==> src/rtl/cpu_subsys_bus_pkg.sv <==
// Shared types and default address map for the CPU subsystem data-side fabric.
package cpu_subsys_bus_pkg;

  typedef enum logic [1:0] {
    IDLE   = 2'd0,
    ACCESS = 2'd1,
    RESP   = 2'd2
  } fabric_state_e;

  // Width of a slave index; a single-slave fabric still carries a 1-bit index.
  function automatic int sel_width(input int num_slaves);
    return (num_slaves > 1) ? $clog2(num_slaves) : 1;
  endfunction

  localparam logic [31:0] ROM_BASE    = 32'h0000_0000;
  localparam logic [31:0] ROM_MASK    = 32'hFFFF_0000;
  localparam logic [31:0] SRAM_BASE   = 32'h1000_0000;
  localparam logic [31:0] SRAM_MASK   = 32'hFFFF_0000;
  localparam logic [31:0] PERIPH_BASE = 32'h2000_0000;
  localparam logic [31:0] PERIPH_MASK = 32'hF000_0000;

endpackage

==> src/rtl/cpu_subsys_addr_decode.sv <==
// Combinational priority address decoder; on overlapping regions the lowest slave index wins.
module cpu_subsys_addr_decode
  import cpu_subsys_bus_pkg::*;
#(
  parameter int                     NUM_SLAVES = 3,
  parameter logic [NUM_SLAVES*32-1:0] SLV_BASE = {PERIPH_BASE, SRAM_BASE, ROM_BASE},
  parameter logic [NUM_SLAVES*32-1:0] SLV_MASK = {PERIPH_MASK, SRAM_MASK, ROM_MASK},
  localparam int                    SEL_W      = sel_width(NUM_SLAVES)
) (
  input  logic [31:0]      addr_i,
  output logic             hit_o,
  output logic [SEL_W-1:0] sel_o
);

  always_comb begin
    hit_o = 1'b0;
    sel_o = '0;
    // Walk from the top index down so the lowest matching index is left standing.
    for (int i = NUM_SLAVES - 1; i >= 0; i--) begin
      if ((addr_i & SLV_MASK[32*i +: 32]) == SLV_BASE[32*i +: 32]) begin
        hit_o = 1'b1;
        sel_o = SEL_W'(i);
      end
    end
  end

endmodule

==> src/rtl/cpu_subsys_bus_fabric.sv <==
// Data-side interconnect: one req/gnt/rvalid master to NUM_SLAVES valid/ready slaves,
// with address decode, decode-error response and per-access timeout.
//
// state  | meaning
// IDLE   | grant follows request; latch access and decode
// ACCESS | one slave valid held high until ready or timeout
// RESP   | single-cycle rvalid with err/rdata, no grant
module cpu_subsys_bus_fabric
  import cpu_subsys_bus_pkg::*;
#(
  parameter int                       NUM_SLAVES     = 3,
  parameter logic [NUM_SLAVES*32-1:0] SLV_BASE       = {PERIPH_BASE, SRAM_BASE, ROM_BASE},
  parameter logic [NUM_SLAVES*32-1:0] SLV_MASK       = {PERIPH_MASK, SRAM_MASK, ROM_MASK},
  parameter int                       TIMEOUT_CYCLES = 256,
  parameter int                       TMO_W          = $clog2(TIMEOUT_CYCLES + 1)
) (
  input  logic                       sys_clk,
  input  logic                       rst_n,
  input  logic                       data_req_i,
  output logic                       data_gnt_o,
  output logic                       data_rvalid_o,
  output logic                       data_err_o,
  input  logic                       data_we_i,
  input  logic [3:0]                 data_be_i,
  input  logic [31:0]                data_addr_i,
  input  logic [31:0]                data_wdata_i,
  output logic [31:0]                data_rdata_o,
  output logic [NUM_SLAVES-1:0]      slv_valid_o,
  input  logic [NUM_SLAVES-1:0]      slv_ready_i,
  output logic [31:0]                slv_addr_o,
  output logic [31:0]                slv_wdata_o,
  output logic [3:0]                 slv_wstrb_o,
  input  logic [NUM_SLAVES*32-1:0]   slv_rdata_i
);

  localparam int SEL_W = sel_width(NUM_SLAVES);
  // A disabled timeout still needs a legal counter width.
  localparam int CNT_W = (TMO_W < 1) ? 1 : TMO_W;

  fabric_state_e            state_q, state_d;
  logic [31:0]              addr_q, addr_d;
  logic [31:0]              wdata_q, wdata_d;
  logic [3:0]               strb_q, strb_d;
  logic                     we_q, we_d;
  logic [SEL_W-1:0]         sel_q, sel_d;
  logic [NUM_SLAVES-1:0]    valid_q, valid_d;
  logic                     rvalid_q, rvalid_d;
  logic                     err_q, err_d;
  logic [31:0]              rdata_q, rdata_d;
  logic [CNT_W-1:0]         tmo_cnt_q, tmo_cnt_d;

  logic                     dec_hit;
  logic [SEL_W-1:0]         dec_sel;
  logic                     tmo_hit;

  cpu_subsys_addr_decode #(
    .NUM_SLAVES (NUM_SLAVES),
    .SLV_BASE   (SLV_BASE),
    .SLV_MASK   (SLV_MASK)
  ) u_addr_decode (
    .addr_i (data_addr_i),
    .hit_o  (dec_hit),
    .sel_o  (dec_sel)
  );

  assign tmo_hit = (TIMEOUT_CYCLES != 0) && (tmo_cnt_q == CNT_W'(TIMEOUT_CYCLES - 1));

  always_comb begin
    state_d   = state_q;
    addr_d    = addr_q;
    wdata_d   = wdata_q;
    strb_d    = strb_q;
    we_d      = we_q;
    sel_d     = sel_q;
    valid_d   = valid_q;
    rvalid_d  = 1'b0;
    err_d     = 1'b0;
    rdata_d   = rdata_q;
    tmo_cnt_d = tmo_cnt_q;

    case (state_q)
      IDLE: begin
        if (data_req_i) begin
          addr_d    = data_addr_i;
          wdata_d   = data_wdata_i;
          strb_d    = data_we_i ? data_be_i : 4'b0000;
          we_d      = data_we_i;
          sel_d     = dec_sel;
          tmo_cnt_d = '0;
          if (dec_hit) begin
            valid_d          = '0;
            valid_d[dec_sel] = 1'b1;
            state_d          = ACCESS;
          end else begin
            rvalid_d = 1'b1;
            err_d    = 1'b1;
            rdata_d  = '0;
            state_d  = RESP;
          end
        end
      end
      ACCESS: begin
        // Ready is checked first so a completion on the last allowed cycle is not lost.
        if (slv_ready_i[sel_q]) begin
          valid_d  = '0;
          rvalid_d = 1'b1;
          rdata_d  = we_q ? 32'h0 : slv_rdata_i[32*sel_q +: 32];
          state_d  = RESP;
        end else if (tmo_hit) begin
          valid_d  = '0;
          rvalid_d = 1'b1;
          err_d    = 1'b1;
          rdata_d  = '0;
          state_d  = RESP;
        end else begin
          tmo_cnt_d = tmo_cnt_q + CNT_W'(1);
        end
      end
      RESP: begin
        state_d = IDLE;
      end
      default: begin
        state_d = IDLE;
        valid_d = '0;
      end
    endcase
  end

  always_ff @(posedge sys_clk or negedge rst_n) begin
    if (!rst_n) begin
      state_q   <= IDLE;
      addr_q    <= '0;
      wdata_q   <= '0;
      strb_q    <= '0;
      we_q      <= 1'b0;
      sel_q     <= '0;
      valid_q   <= '0;
      rvalid_q  <= 1'b0;
      err_q     <= 1'b0;
      rdata_q   <= '0;
      tmo_cnt_q <= '0;
    end else begin
      state_q   <= state_d;
      addr_q    <= addr_d;
      wdata_q   <= wdata_d;
      strb_q    <= strb_d;
      we_q      <= we_d;
      sel_q     <= sel_d;
      valid_q   <= valid_d;
      rvalid_q  <= rvalid_d;
      err_q     <= err_d;
      rdata_q   <= rdata_d;
      tmo_cnt_q <= tmo_cnt_d;
    end
  end

  assign data_gnt_o    = (state_q == IDLE) && data_req_i;
  assign data_rvalid_o = rvalid_q;
  assign data_err_o    = err_q;
  assign data_rdata_o  = rdata_q;
  assign slv_valid_o   = valid_q;
  assign slv_addr_o    = addr_q;
  assign slv_wdata_o   = wdata_q;
  assign slv_wstrb_o   = strb_q;

endmodule

==> config.mk <==
export PLATFORM = sky130hd
export DESIGN_NAME = cpu_subsys_bus_fabric
export DESIGN_NICKNAME = d
export VERILOG_FILES = /design/src/rtl/cpu_subsys_bus_pkg.sv /design/src/rtl/cpu_subsys_addr_decode.sv /design/src/rtl/cpu_subsys_bus_fabric.sv
export SDC_FILE = /design/constraint.sdc
export NUM_CORES = 1
export LEC_CHECK = 0
export CAP_MARGIN = 20
export CORE_MARGIN = 2
export CORE_UTILIZATION = 40
export DETAILED_ROUTE_END_ITERATION = 16
export GPL_TIMING_DRIVEN = 0
export PLACE_DENSITY = 0.77
export SETUP_SLACK_MARGIN = 0.1
export SLEW_MARGIN = 20
export SYNTH_ARGS = -nofsm -noshare
export SYNTH_HDL_FRONTEND = slang
export SYNTH_HIERARCHICAL = 1
export SYNTH_SLANG_ARGS = --single-unit
==> constraint.sdc <==
create_clock -name sys_clk -period 3 [get_ports sys_clk]
set_clock_uncertainty 0.15 [all_clocks]
set_input_delay 0.75 -clock sys_clk [delete_from_list [all_inputs] [get_ports sys_clk]]
set_output_delay 0.75 -clock sys_clk [all_outputs]
set_load 0.02 [all_outputs]
==> results of run 1 <==
[area by class of cell]
cell class | count | area [µm²]
plain buffers | 36 | 197.7
multi-input cells | 408 | 2178
inverters | 10 | 40.04
clock buffers | 23 | 467.9
well taps | 176 | 220.2
clock inverters | 9 | 147.6
fillers | 1040 | 4158
flip-flops and latches | 119 | 2978
repair buffers | 279 | 2803
[power groups by stage]
stage          logic, µW  clock network (µW)  registers, µW
6_report            1330                2130           1930
5_1_grt             1430                2250           1950
4_1_cts             1340                2170           1930
3_5_place_dp        1320                   0           1950
3_3_place_gp        1300                   0           1940
2_1_floorplan        311                   0           2170
[registers in the layout, summed over array words and instances (netlist names)]
name,flops
slv_valid_o,3
we_q,1
slv_wstrb_o,4
data_rvalid_o,1
slv_wdata_o,32
data_err_o,1
slv_addr_o,32
tmo_cnt_q,9
state_q,2
sel_q,2
data_rdata_o,32
[per-layer routing]
layer,global-route usage,up-vias
li1,-,2529
met1,0.2809,2510
met2,0.4211,222
met3,0.08460,32
met4,0.1044,2
met5,0,-
[cells by family after synthesis]
group | Yosys count | synth area share
flip-flops | 119 | 0.5547
AO/OA/AOI/OAI | 96 | 0.1261
AND/OR/NAND/NOR | 275 | 0.2081
adder cells (fa/ha/maj) | 2 | 0.004660
multiplexers | 35 | 0.06642
buffers and inverters | 46 | 0.04008
[worst max-delay path, delay by kind of cell (launching register included)]
family | cells | cell delay [ns]
AOI/OAI and AO/OA | 3 | 1.00
adders and majority gates | 2 | 0.48
DFF | 1 | 0.41
and+or+nand+nor | 3 | 0.62
[final timing paths]
check / end / slack (ns) / cells past startpoint
worst max-delay path: tmo_cnt_q[5]$_DFFE_PN0P_ / 0.21 / 8
worst min-delay path: data_rdata_o[3]$_DFFE_PN0P_ / 0.15 / 1
worst max register to register: tmo_cnt_q[5]$_DFFE_PN0P_ / 0.21 / 8
worst min register to register: slv_wstrb_o[0]$_DFFE_PN0P_ / 0.31 / 2
max in group asynchronous: slv_wdata_o[31]$_DFFE_PN0P_ / 1.86 / 2
min in group sys_clk: slv_wstrb_o[0]$_DFFE_PN0P_ / 0.31 / 2
[what timing repair did]
action,in CTS,in global routing
resized for setup,14,0
setup endpoints to repair,1,0
buffers inserted,2,0
hold endpoints to repair,0,0
[metrics by stage]
| step | power (µW) | hold WS (ns) |
|---|---|---|
| 3_5_place_dp | 3274 | 0.3057 |
| 6_report | 5392 | 0.1493 |
| 5_1_grt | 5631 | 0.1812 |
| 3_3_place_gp | 3237 | 0.3001 |
| 2_1_floorplan | 2485 | 0.3044 |
| 4_1_cts | 5442 | 0.1673 |
[layout by cell type, fill, tap and decap left out, drive strengths merged, types with 2 or more instances in the layout]
| master | instances |
|---|---|
| nor4 | 4 |
| nor2 | 4 |
| a221o | 2 |
| dfrtp | 119 |
| ha | 2 |
| o21a | 3 |
| clkbuf | 43 |
| nor3 | 5 |
| clkinv | 4 |
| nand3 | 7 |
| bufinv | 4 |
| a22o | 32 |
| mux2 | 2 |
| a31oi | 3 |
| o21ai | 35 |
| nor2b | 2 |
| o2bb2ai | 3 |
| and4 | 2 |
| buf | 21 |
| nand2 | 241 |
| nor3b | 2 |
| nand4 | 2 |
| clkdlybuf4s50 | 273 |
| mux2i | 33 |
| and3 | 3 |
| a21oi | 8 |
| inv | 10 |
==> impl_metrics.env, run 1 <==
export IMPL_status="finished clean"
export IMPL_antenna_found_initial=1
export IMPL_coreArea_um2=13190
export IMPL_cts_buffers=17
export IMPL_drv_slew=0
export IMPL_crit_top_cell="and3_1"
export IMPL_wl_met3_mm=1.416
export IMPL_synth_top_area_frac=0.5546
export IMPL_ant_nets=0
export IMPL_routed_wl_mm=17.71
export IMPL_placed_cell_area_um2=8381
export IMPL_period_needed_ns=2.787
export IMPL_fin_area_um2=9032
export IMPL_via_per_inst=4.995
export IMPL_slowest_delay_ns=0.44
export IMPL_fin_cells=1060
export IMPL_maxCapViolCount=0
export IMPL_cts_sinks=119
export IMPL_drt_first_iter_violations=288
export IMPL_syn_avg_cell_area_um2=9.370
export IMPL_synth_edf_count=0
export IMPL_fin_ws_ns=0.2132
export IMPL_pre_cts_slack_ns=-0.8982
export IMPL_final_hold_violation_count=0
export IMPL_hold_class="in2async"
export IMPL_cp_required_ns=3.13
export IMPL_antennaDiodeCount=0
export IMPL_synth_common_cells="241 x nand2_1, 119 x dfrtp_1, 33 x mux2i_1, 33 x o21ai_0, 32 x a22o_1"
export IMPL_dieHeight_um=119.9
export IMPL_ir_worst_vdd_v=0.0003058
export IMPL_clk_pin_slew_worst_paths_ns=0.05
export IMPL_worstPathArrival_ns=2.92
export IMPL_p_seq_frac=0.358
export IMPL_clockPowerShare=0.395
export IMPL_fin_crit_sh=0.9289
export IMPL_drcViolationCount=0
export IMPL_topRoutingLayerUsed="met5"
export IMPL_syn_cell_area_um2=5369
export IMPL_grt_use_total=0.2463
export IMPL_drive_gt1_frac=0.06448
export IMPL_yosys_warnings=6
export IMPL_power_internal_uw=3906
export IMPL_wl_per_cell_um=16.71
export IMPL_ys_async_sr_fraction=1.000
export IMPL_io_buffers=276
export IMPL_die_w_um=119.9
export IMPL_max_freq_mhz=358.8
export IMPL_yosysMostFrequentCell="nand2_1"
export IMPL_wl_met2_mm=8.910
export IMPL_p_leak_uw=0.004040
export IMPL_initial_core_util=0.4070
export IMPL_slowest_stage="a221oi_2"
export IMPL_relSlewSlack=0.4196
export IMPL_first_pass_iters=5
export IMPL_synth_ff_type="dfrtp_1"
export IMPL_p_per_area_nw_per_um2=597.0
export IMPL_syn_to_final_growth_pct=68.24
export IMPL_rows=42
export IMPL_critPathMaxFanout=6
export IMPL_cts_root_buf="clkbuf_16"
export IMPL_path_class="reg2reg"
export IMPL_start_kind="flip-flop"
export IMPL_m1WireLength_mm=6.903
export IMPL_swShare=0.2757
export IMPL_worst_pin_slew_ns=0.8627
export IMPL_ys_seq_elements=119
export IMPL_clockBufferDepth=2
export IMPL_h_tree_depth=4
export IMPL_synth_area_leaders="dfrtp_1 55%, nand2_1 17%, mux2i_1 6.2%"
export IMPL_r2r_start="tmo_cnt_q[0]$_DFFE_PN0P_"
export IMPL_endpoint_kind="flip-flop"
export IMPL_cts_hold_buf=0
export IMPL_p_sw_uw=1487
export IMPL_combinationalPowerShare=0.247
export IMPL_final_core_util=0.6848
export IMPL_clk_latency_ns=0.41
export IMPL_syn_num_nets=746
export IMPL_post_place_cells=1026
export IMPL_worstSetupStartpoint="tmo_cnt_q[0]$_DFFE_PN0P_"
export IMPL_place_congestion=0.8853
export IMPL_finalSetupTns_ns=0
export IMPL_yosys_area_top_type="dfrtp_1"
export IMPL_num_nets_final=1044
export IMPL_ios=277
export IMPL_via_count=5295
export IMPL_crit_chain="ha_1, and3_1, and3_1, and3_1, ha_1, a221oi_2, a21oi_1, a211o_1"
export IMPL_yosysSeqAreaShare=0.5546
export IMPL_overflow=0
export IMPL_grt_first_pass_wirelength_mm=27.52
export IMPL_die_area_um2=14370
export IMPL_grt_pass1_vias=5453
export IMPL_netlist_instances=573
export IMPL_setup_viol=0
export IMPL_synth_cell_types=46
export IMPL_rsz0062_at_grt="no"
export IMPL_dpl_hpwl_mm=13.25
export IMPL_grt_max_degree=62
export IMPL_cts_tree="done"
Power figures use the tool's default switching activity.
==> run 2: changes to the inputs <==
--- a/config.mk
+++ b/config.mk
@@ -10,9 +10,9 @@
 export CORE_UTILIZATION = 40
 export DETAILED_ROUTE_END_ITERATION = 16
 export GPL_TIMING_DRIVEN = 0
-export PLACE_DENSITY = 0.77
+export PLACE_DENSITY_LB_ADDON = 0.3
+export REMOVE_ABC_BUFFERS = 1
 export SETUP_SLACK_MARGIN = 0.1
-export SLEW_MARGIN = 20
 export SYNTH_ARGS = -nofsm -noshare
 export SYNTH_HDL_FRONTEND = slang
 export SYNTH_HIERARCHICAL = 1
==> impl_metrics.env, run 2 (synthesis gave the netlist of run 1 again) <==
export IMPL_status="finished clean"
export IMPL_grt_first_pass_wirelength_mm=28.39
export IMPL_cts_buffers=17
export IMPL_layout_common_cells="273 x clkdlybuf4s50_1, 241 x nand2_1, 116 x dfrtp_1, 33 x mux2i_1, 33 x o21ai_0"
export IMPL_grt_use_total=0.2527
export IMPL_drt_first_iter_violations=307
export IMPL_place_congestion=0.7880
export IMPL_start_kind="primary input"
export IMPL_drcViolationCount=0
export IMPL_relSlewSlack=0.4386
export IMPL_swShare=0.2772
export IMPL_num_nets_final=1019
export IMPL_cts_tree="done"
export IMPL_antennaDiodeCount=0
export IMPL_p_leak_uw=0.004037
export IMPL_syn_to_final_growth_pct=69.28
export IMPL_initial_core_util=0.4070
export IMPL_combinationalPowerShare=0.248
export IMPL_hold_class="in2async"
export IMPL_rr_endpoint="data_rdata_o[17]$_DFFE_PN0P_"
export IMPL_worstSetupStartpoint="data_req_i"
export IMPL_overflow=0
export IMPL_drive_gt1_frac=0.07451
export IMPL_ir_worst_vdd_v=0.0003313
export IMPL_dpl_hpwl_mm=12.40
export IMPL_path_class="in2out"
export IMPL_endpoint_kind="output port"
export IMPL_r2r_start="sel_q[0]$_DFFE_PN0P_"
export IMPL_ff2ff_path_depth=5
export IMPL_cp_required_ns=2.10
export IMPL_grt_pass1_vias=5508
export IMPL_worstPathArrival_ns=1.95
export IMPL_p_sw_uw=1493
export IMPL_via_count=5297
export IMPL_antenna_found_initial=0
export IMPL_routed_wl_mm=18.27
export IMPL_cts_root_buf="clkbuf_16"
export IMPL_clockBufferDepth=2
export IMPL_maxCapViolCount=0
export IMPL_clockPowerShare=0.394
export IMPL_die_area_um2=14370
export IMPL_drv_slew=0
export IMPL_setup_viol=0
export IMPL_critPathMaxFanout=27
export IMPL_wl_per_cell_um=17.66
export IMPL_die_w_um=119.9
export IMPL_rsz0062_at_grt="no"
export IMPL_finalSetupTns_ns=0
export IMPL_rows=42
export IMPL_power_internal_uw=3894
export IMPL_period_needed_ns=2.846
export IMPL_clk_latency_ns=0.40
export IMPL_p_seq_frac=0.358
export IMPL_first_pass_iters=4
export IMPL_io_buffers=276
export IMPL_final_hold_violation_count=0
export IMPL_ant_nets=0
export IMPL_max_freq_mhz=351.4
export IMPL_fin_crit_sh=0.9487
export IMPL_fin_cells=1035
export IMPL_grt_max_degree=65
export IMPL_dieHeight_um=119.9
export IMPL_coreArea_um2=13190
export IMPL_post_place_cells=994
export IMPL_h_tree_depth=4
export IMPL_clk_pin_slew_worst_paths_ns=0.05
export IMPL_ios=277
export IMPL_p_per_area_nw_per_um2=592.7
export IMPL_worst_pin_slew_ns=0.8421
export IMPL_r2r_slack_ns=0.20
export IMPL_cts_sinks=119
export IMPL_cts_hold_buf=0
export IMPL_via_per_inst=5.118
export IMPL_final_common_cell="clkdlybuf4s50_1"
export IMPL_fill_cells=1014
run 2: cell count changes in the layout (fill, tap and decap cells not counted), sizes merged:
cell	delta
a311o	+1
buf	-9
bufbuf	+1
clkbuf	-24
clkdlybuf4s15	+1
clkinv	+3
clkinvlp	+1
dlygate4sd2	-1
or3b	+2
run 2: worst max-delay path, cell delays in order:
cell and delay (ns):
clkdlybuf4s15_2 0.25, or3b_4 0.45, clkinv_8 0.13, buf_16 0.19
buf_4 0.16
run 2: stage by stage:
step	worst slack (ns)	instance area, µm²	utilization	total power (µW)	hold slack (ns)
after floorplan	-1.020	5191	-	2458	0.3044
after global placement	-3.503	8174	0.6197	3193	0.2989
after detailed placement	-1.324	8287	0.6282	3242	0.3114
after CTS	0.1085	8980	0.6808	5411	0.1672
after global routing	0.1025	9089	0.6891	5626	0.1810
final	0.1540	9089	0.6891	5387	0.1603
run 2: final cells by class:
type | instances | area (µm²) | area share
flip-flops and latches | 119 | 2982 | 0.3281
multi-input cells | 411 | 2228 | 0.2452
well taps | 176 | 220.2 | 0.02423
inverters | 10 | 50.05 | 0.005507
repair buffers | 287 | 2988 | 0.3287
clock inverters | 13 | 177.7 | 0.01955
clock buffers | 19 | 442.9 | 0.04873
run 2: routing by layer:
layer	global-route usage	vias up	wire length (µm)
met1	0.2970	2535	7248
met4	0.08529	0	299
met5	0	-	0
met2	0.4343	249	9101
met3	0.08413	20	1623
li1	-	2493	-
run 2: worst max-delay path by stage:
stage                                              to  slack (ns)  cells past startpoint
after CTS                                  data_gnt_o        0.11                      5
final                                      data_gnt_o        0.15                      5
after detailed placement                   data_gnt_o       -1.32                      5
after global routing                       data_gnt_o        0.10                      5
after global placement    data_rdata_o[2]$_DFFE_PN0P_       -3.50                      1
after floorplan           data_rdata_o[0]$_DFFE_PN0P_       -1.02                      4
run 2: power groups by stage:
stage          Clock, µW  Sequential, µW  Combinational (µW)
2_1_floorplan          0            2180                 275
3_3_place_gp           0            1950                1240
3_5_place_dp           0            1950                1290
4_1_cts             2160            1930                1320
5_1_grt             2240            1960                1430
6_report            2120            1930                1330
run 2: timing repair:
item / in CTS / in global routing
gates resized for setup: 13 / 4
buffers inserted: 1 / 4
pin swaps: 0 / 3
endpoints found under the setup margin: 36 / 37
cloned: 3 / 1
==> run 3: changes to the inputs <==
==> constraint.sdc (replaced) <==
create_clock -name sys_clk -period 3 [get_ports sys_clk]
set_clock_uncertainty 0.15 [all_clocks]
set_input_delay 0.75 -clock sys_clk [delete_from_list [all_inputs] [get_ports sys_clk]]
set_output_delay 0.75 -clock sys_clk [all_outputs]
set_load 0.1 [all_outputs]
==> impl_metrics.env, run 3 (synthesis gave the netlist of run 1 again) <==
export IMPL_cts_sinks=119
export IMPL_worst_pin_slew_ns=1.054
export IMPL_layout_common_cells="272 x clkdlybuf4s50_1, 241 x nand2_1, 115 x dfrtp_1, 33 x mux2i_1, 33 x o21ai_0"
export IMPL_ant_nets=0
export IMPL_rsz0062_at_grt="no"
export IMPL_clockBufferDepth=2
export IMPL_place_congestion=0.7880
export IMPL_grt_pass1_vias=5478
export IMPL_relSlewSlack=0.2948
export IMPL_hold_class="in2async"
export IMPL_first_pass_iters=4
export IMPL_setup_viol=0
export IMPL_cts_hold_buf=0
export IMPL_clk_pin_slew_worst_paths_ns=0.05
export IMPL_ios=277
export IMPL_placed_cell_area_um2=8287
export IMPL_period_needed_ns=2.852
export IMPL_routed_wl_mm=18.34
export IMPL_clk_latency_ns=0.40
export IMPL_max_freq_mhz=350.6
export IMPL_m1WireLength_mm=7.282
export IMPL_r2r_start="sel_q[0]$_DFFE_PN0P_"
export IMPL_cp_required_ns=2.10
export IMPL_drive_gt1_frac=0.07782
export IMPL_dpl_hpwl_mm=12.40
export IMPL_antenna_found_initial=0
export IMPL_cts_root_buf="clkbuf_16"
export IMPL_die_area_um2=14370
export IMPL_ir_worst_vdd_v=0.0003370
export IMPL_final_hold_violation_count=0
export IMPL_p_leak_uw=0.004068
export IMPL_wl_met3_mm=1.561
export IMPL_drcViolationCount=0
export IMPL_critPathBufInv=1
export IMPL_topRoutingLayerUsed="met4"
export IMPL_grt_first_pass_wirelength_mm=28.32
export IMPL_num_nets_final=1021
export IMPL_wl_per_cell_um=17.69
export IMPL_h_tree_depth=4
export IMPL_slowest_delay_ns=1.17
export IMPL_cts_tree="done"
export IMPL_via_count=5305
export IMPL_overflow=0
export IMPL_path_class="reg2out"
export IMPL_grt_max_degree=65
export IMPL_io_buffers=276
export IMPL_cts_buffers=17
export IMPL_p_per_area_nw_per_um2=722.3
export IMPL_drt_first_iter_violations=412
export IMPL_initial_core_util=0.4070
export IMPL_antennaDiodeCount=0
export IMPL_drv_slew=0
export IMPL_die_w_um=119.9
export IMPL_start_kind="flip-flop"
export IMPL_fin_cells=1037
export IMPL_slowest_stage="clkdlybuf4s50_1"
export IMPL_dieHeight_um=119.9
export IMPL_wl_met2_mm=9.211
export IMPL_critPathMaxFanout=2
export IMPL_status="finished clean"
export IMPL_coreArea_um2=13190
export IMPL_grt_use_total=0.2521
export IMPL_rows=42
export IMPL_worstSetupStartpoint="slv_wdata_o[28]$_DFFE_PN0P_"
export IMPL_post_place_cells=994
export IMPL_final_core_util=0.6906
export IMPL_crit_family="buffers and inverters"
export IMPL_maxCapViolCount=0
export IMPL_fin_area_um2=9109
export IMPL_endpoint_kind="output port"
export IMPL_fin_crit_sh=0.9507
export IMPL_syn_to_final_growth_pct=69.66
export IMPL_worstPathArrival_ns=1.95
export IMPL_via_per_inst=5.116
export IMPL_final_common_cell="clkdlybuf4s50_1"
export IMPL_crit_chain="clkdlybuf4s50_1"
==> run 3: cell types whose count changed in the layout (fill, tap and decap cells not counted), sizes merged <==
cell and change:
buf +3, dlymetal6s2s +1, clkdlybuf4s50 -1, clkinv -1
inv +1, clkdlybuf4s15 -1
==> run 3: cell type report <==
| class | count | area [µm²] |
|---|---|---|
| fill | 1006 | 4081 |
| timing repair buffer | 289 | 3012 |
| sequential | 119 | 2983 |
| multi-input combinational | 411 | 2228 |
| clock buffer | 19 | 442.9 |
| tap | 176 | 220.2 |
| clock inverter | 13 | 177.7 |
| inverter | 10 | 45.04 |
==> run 3: metal layers <==
metal,track usage,vias to the layer above
met1,0.2966,2542
li1,-,2495
met5,0,-
met2,0.4368,247
met3,0.08127,21
met4,0.08088,0
==> run 3: repair_timing <==
item	in CTS	in global routing
buffers inserted	1	6
resized for setup	18	5
gates cloned	3	1
pin swaps	0	3
setup endpoints to repair	36	38
hold endpoints to repair	0	0
==> run 3: worst paths after layout <==
path                            slack (ns)  depth (start not counted)                           end
worst max-delay path                  0.15                          1               slv_wdata_o[28]
worst min-delay path                  0.16                          1    slv_wdata_o[9]$_DFFE_PN0P_
worst max register to register        0.22                          5  data_rdata_o[17]$_DFFE_PN0P_
worst min register to register        0.32                          2    slv_wstrb_o[2]$_DFFE_PN0P_
max in group asynchronous             1.84                          2  data_rdata_o[28]$_DFFE_PN0P_
min in group sys_clk                  0.32                          2    slv_wstrb_o[2]$_DFFE_PN0P_
==> run 3: power by group <==
| group | switching (µW) | total, µW | internal [µW] |
|---|---|---|---|
| combinational | 1850 | 2530 | 676 |
| sequential | 123 | 1930 | 1810 |
| clock | 716 | 2120 | 1410 |
==> run 3: per-stage QoR <==
stage	TNS (ns)	hold slack [ns]	power (µW)	worst slack [ns]
after CTS	0	0.1672	6599	0.1031
after global routing	0	0.1803	6813	0.09960
after global placement	-599.49	0.2989	4377	-3.503
after detailed placement	-25.75	0.3114	4426	-1.855
after floorplan	-42.76	0.3044	3626	-1.020
final	0	0.1553	6580	0.1479
==> run 3: worst register-to-register path: cells and delay by family, from the launching register on <==
kind / cells / cell delay, ns
compound gates: 3 / 0.98
buf+inv: 1 / 0.17
flops: 1 / 0.72
simple gates: 1 / 0.65
